$ cat src/rtl/hazard_scoreboard_pkg.sv
// hazard_scoreboard_pkg: shared pipeline constants for hazard, forwarding and control blocks
package hazard_scoreboard_pkg;
  localparam int REG_W = 5;
  localparam int CNT_W = 4;
  localparam int LONG_LAT_DEF = 4;
  localparam logic [0:0] IDLE = 1'b0;
  localparam logic [0:0] LONG_BUSY = 1'b1;
  typedef logic [REG_W-1:0] regIdx_t;
endpackage

$ cat src/rtl/hazard_scoreboard_long_timer.sv
// long_op_timer: latency counter for the in-flight multicycle op, strobes done on its final cycle
module long_op_timer
  import hazard_scoreboard_pkg::*;
#(
  parameter int LONG_LAT = LONG_LAT_DEF
) (
  input  logic clk,
  input  logic rst_n,
  input  logic start,
  input  logic busy,
  output logic done
);
  logic [CNT_W-1:0] count;
  always_ff @(posedge clk or negedge rst_n)
    if (!rst_n) count <= '0;
    else if (start) count <= CNT_W'(LONG_LAT);
    else if (busy) count <= count - 1'b1;
  assign done = busy & (count == CNT_W'(1));
endmodule

$ cat src/rtl/hazard_scoreboard.sv
// hazard_scoreboard: load-use and multicycle-op hazard detection with stall/flush control
module hazard_scoreboard
  import hazard_scoreboard_pkg::*;
#(
  parameter int LONG_LAT = LONG_LAT_DEF
) (
  input  logic         clk,
  input  logic         rst_n,
  input  logic         IfIdValid,
  input  regIdx_t      IfIdRegRs,
  input  regIdx_t      IfIdRegRt,
  input  logic         IfIdUsesRt,
  input  logic         IfIdRegWrite,
  input  regIdx_t      IfIdRegRd,
  input  logic         IfIdLong,
  input  logic         IdExMemRead,
  input  regIdx_t      IdExRegRt,
  input  logic         BranchTaken,
  output logic         PcWrite,
  output logic         IfIdWrite,
  output logic         IdExBubble,
  output logic         IfIdFlush,
  output logic         LongDone,
  output regIdx_t      LongRd,
  output logic [15:0]  StallCount
);
  logic [0:0] state;
  logic loadUse, longHaz, stall, start, busy;
  assign busy = state == LONG_BUSY;
  assign loadUse = IfIdValid & IdExMemRead & (IdExRegRt != '0) &
                   ((IdExRegRt == IfIdRegRs) | (IfIdUsesRt & (IdExRegRt == IfIdRegRt)));
  // A second long op is a structural hazard; register matches cover RAW and WAW on LongRd.
  assign longHaz = busy & IfIdValid & (IfIdLong | ((LongRd != '0) &
                   ((LongRd == IfIdRegRs) | (IfIdUsesRt & (LongRd == IfIdRegRt)) |
                    (IfIdRegWrite & (LongRd == IfIdRegRd)))));
  assign stall = (loadUse | longHaz) & ~BranchTaken;
  assign start = ~busy & IfIdValid & IfIdLong & ~stall & ~BranchTaken;
  assign PcWrite = ~stall;
  assign IfIdWrite = ~stall;
  assign IdExBubble = stall | BranchTaken;
  assign IfIdFlush = BranchTaken;
  long_op_timer #(.LONG_LAT(LONG_LAT)) timer (
    .clk  (clk),
    .rst_n(rst_n),
    .start(start),
    .busy (busy),
    .done (LongDone)
  );
  always_ff @(posedge clk or negedge rst_n)
    if (!rst_n) begin
      state <= IDLE;
      LongRd <= '0;
      StallCount <= '0;
    end else begin
      if (start) state <= LONG_BUSY;
      else if (LongDone) state <= IDLE;
      if (start) LongRd <= IfIdRegWrite ? IfIdRegRd : '0;
      if (stall && StallCount != 16'hFFFF) StallCount <= StallCount + 1'b1;
    end
endmodule

$ cat config.mk
export PLATFORM = sky130hd
export DESIGN_NAME = hazard_scoreboard
export DESIGN_NICKNAME = d
export VERILOG_FILES = /design/src/rtl/hazard_scoreboard_pkg.sv /design/src/rtl/hazard_scoreboard_long_timer.sv /design/src/rtl/hazard_scoreboard.sv
export SDC_FILE = /design/constraint.sdc
export NUM_CORES = 1
export LEC_CHECK = 0
export CAP_MARGIN = 15
export CORE_UTILIZATION = 46
export DETAILED_ROUTE_END_ITERATION = 12
export PLACE_DENSITY = 0.88
export SYNTH_ARGS = -nofsm -noshare
export SYNTH_HDL_FRONTEND = slang
export SYNTH_HIERARCHICAL = 1
export SYNTH_SLANG_ARGS = --single-unit
$ cat constraint.sdc
create_clock -name clk -period 3.47 [get_ports clk]
set_input_delay 0.8675 -clock clk [delete_from_list [all_inputs] [get_ports clk]]
set_output_delay 0.8675 -clock clk [all_outputs]
set_load 0.005 [all_outputs]
==> impl_metrics.csv <==
group,metric,value,unit
logic_synthesis,synth_area_leaders,"dfrtp_1, xnor2_1, xor2_1, and3_1, nand3_1",
cts,root_buffer,"clkbuf_4",
placement,place_ws,-0.371,ns
grt,track_usage,0.209,
cts,tritoncts.num_buffers,3,
logic_synthesis,syn_inst,166,
grt,antenna_found_initial,0,
setup_path,path_buf_inv,3,
logic_synthesis,async_flop_share,1.00,
setup_path,crit_path_end_kind,"output port",
sta,fmax,298,MHz
setup_path,critPathMaxStageDelay,0.51,ns
drt,wl_per_cell,14.4,µm
final_layout,regArea,651,µm²
logic_synthesis,synth_cell_type_count,37,
cts,cts_max_level,1,
logic_synthesis,avgSynthCellArea,9.95,µm²
cts,clk_latency,0.33,ns
final_layout,layout_common_cells,"clkdlybuf4s50_1, xnor2_1, dfrtp_1",
pwr,p_leak,1.05,nW
setup_path,worstPathMaxFanout,3,
final_layout,area_growth,45.0,%
floorplan,die_w,61.9,µm
cts,cts.clk_slew.worst_paths,0.15,ns
setup_path,cp_top_family,"buffers and inverters",
floorplan,initial_core_util,0.487,
setup_path,worstPathArrival,2.49,ns
drt,vias,1459,
logic_synthesis,ys.flop_type,"dfrtp_1",
run,maxCapViolCount,0,
final_layout,multiInputGateArea,972,µm²
cts,postCtsHoldBufs,0,
final_layout,layout-drive-gt1-share,0.167,
floorplan,die_y,61.9,µm
final_layout,antenna-diode-count,0,
setup_path,required,2.60,ns
grt,grt_pass1_vias,1325,
drt,dr.pass1.iters,4,
grt,grt_max_degree,27,
sta,fin_crit,3.36,ns
final_layout,postLayoutCoreUtil,0.707,
logic_synthesis,ys_warn_count,6,
placement,dpl.hpwl,2.77,mm
logic_synthesis,yosysSeqAreaShare,0.394,
drt,drtIter0Drc,53,
cts,cts_tree,"built",
setup_path,crit_path_start_kind,"primary input",
sta,finalClockSkew,0.0114,ns
placement,place_congestion,0.748,
sta,worstMarginPinSlew,0.431,ns
logic_synthesis,synth_top_area_cell,"dfrtp_1",
logic_synthesis,syn_nets,197,
floorplan,core,0.00339,mm²
logic_synthesis,synth_edf_count,0,
sta,hold_viol_final,0,
final_layout,nets,260,
drt,drc,0,
final_layout,stdcell_count,274,
logic_synthesis,ys_ff_latch,26,
floorplan,ios,54,
grt,grt_remaining_overflow,0,
sta,setup_viol,0,
grt,grt_pass1_wl,5.82,mm
floorplan,fp.dieArea,0.00383,mm²
floorplan,row_count,21,
logic_synthesis,synth_top_area_frac,0.394,
pwr,p_per_area,506,mW/mm²
status,status,"complete, no violations",
sta,max_slew_margin,0.709,
setup_path,cp_slowest_cell,"clkdlybuf4s50_1",
sta,finalCritPeriodShare,0.968,
setup_path,crit_type,"primary input to output port",
drt,antenna_left,0,
cts,cts_buffer_depth,2,
min_path,hp-class,"register to register",
cts,clkSinkCount,26,
placement,placed_cells,267,
final_layout,mostFrequentLayoutCell,"clkdlybuf4s50_1",
placement,portBuffers,53,
sta,rsz0062_at_grt,"false",
sta,fin_ws,0.109,ns
logic_synthesis,syn-cell-area,0.00165,mm²
final_layout,nFillCells,254,
sta,slew_viol_final,0,
drt,wirelength,3.94,mm
pwr,irDropWorstVdd,478,µV
setup_path,path_cells,"clkdlybuf4s50_1, buf_4, xnor2_2, nand3_1, nor3_2, o221ai_4, o21ai_4, nand2_2, clkdlybuf4s15_1",
drt,avgViaCountPerCell,5.32,
state kept, by name, summed over array words and instances, names as in the netlist:
signal       count
LongRd           5
busy             1
StallCount      16
timer/count      4
kinds of logic (layout without fill, tap and decap cells):
logic type / after synthesis / in the layout / share of synthesized area
and+or+nand+nor: 61 / 61 / 0.220
xor gates and xnor gates: 40 / 40 / 0.212
DFF: 26 / 26 / 0.394
buffers and inverters: 17 / 79 / 0.0538
AOI/OAI and AO/OA: 16 / 16 / 0.0773
adders and majority gates: 3 / 3 / 0.0227
muxes: 3 / 3 / 0.0197
worst reg2reg max path: cells and delay by family, from the launching register on:
kind,cells,cell delay (ns)
AO/OA/AOI/OAI,3,0.43
XOR/XNOR,1,0.19
buffers and inverters,2,0.32
multiplexers,1,0.33
AND/OR/NAND/NOR,2,0.41
flip-flops,1,0.51
power breakdown:
part / switching (mW) / internal [mW] / leakage [nW]
Clock: 0.0949 / 0.117 / 0.0279
Combinational: 0.210 / 0.288 / 0.684
Sequential: 0.124 / 0.379 / 0.336
Total: 0.429 / 0.783 / 1.05
path summary, 6_finish.rpt:
check	from	endpoint	slack, ns	cells after the start
max	IdExRegRt[0]	PcWrite	0.11	9
min	StallCount[14]	StallCount[14]	0.51	1
max reg2reg	LongRd[2]	StallCount[1]	1.19	9
min reg2reg	StallCount[14]	StallCount[14]	0.51	1
max in group asynchronous	rst_n	LongRd[3]	2.34	2
min in group asynchronous	rst_n	StallCount[1]	0.87	2
cell usage after synthesis (3+ instances only):
cell / n
nand4_1: 8
o21ai_0: 6
clkbuf_1: 5
and3_1: 10
nor2_1: 5
inv_1: 6
xor2_1: 12
dfrtp_1: 26
ha_1: 3
and3_4: 3
nand2_1: 13
xnor2_1: 28
nand3_1: 10
layout make-up:
type	instances	area share
Clock buffer	3	0.00940
Clock inverter	1	0.0125
Inverter	6	0.00940
Multi-Input combinational cell	123	0.406
Sequential cell	26	0.272
Tap cell	46	0.0240
Timing Repair Buffer	69	0.267
per-layer routing:
layer,global-route usage,vias to the layer above,share of wire
li1,-,699,-
met4,0.0857,0,0.017
met1,0.286,707,0.46
met2,0.343,45,0.48
met3,0.0186,8,0.046
met5,0,-,0
timing repair:
action,CTS,global route
pin swaps,8,2
resized for setup,18,7
setup endpoints to repair,3,3
buffers inserted,2,1
through the flow:
step / hold WS (ns) / cell area, µm² / total power, mW / setup TNS (ns)
3_3_place_gp: 0.489 / 2270 / 0.956 / -0.849
6_report: 0.513 / 2390 / 1.21 / 0
3_5_place_dp: 0.491 / 2270 / 0.981 / -0.931
5_1_grt: 0.531 / 2390 / 1.30 / 0
2_1_floorplan: 0.488 / 1650 / 0.771 / 0
4_1_cts: 0.517 / 2380 / 1.21 / 0
No activity file was read; power rests on OpenSTA's default activity.
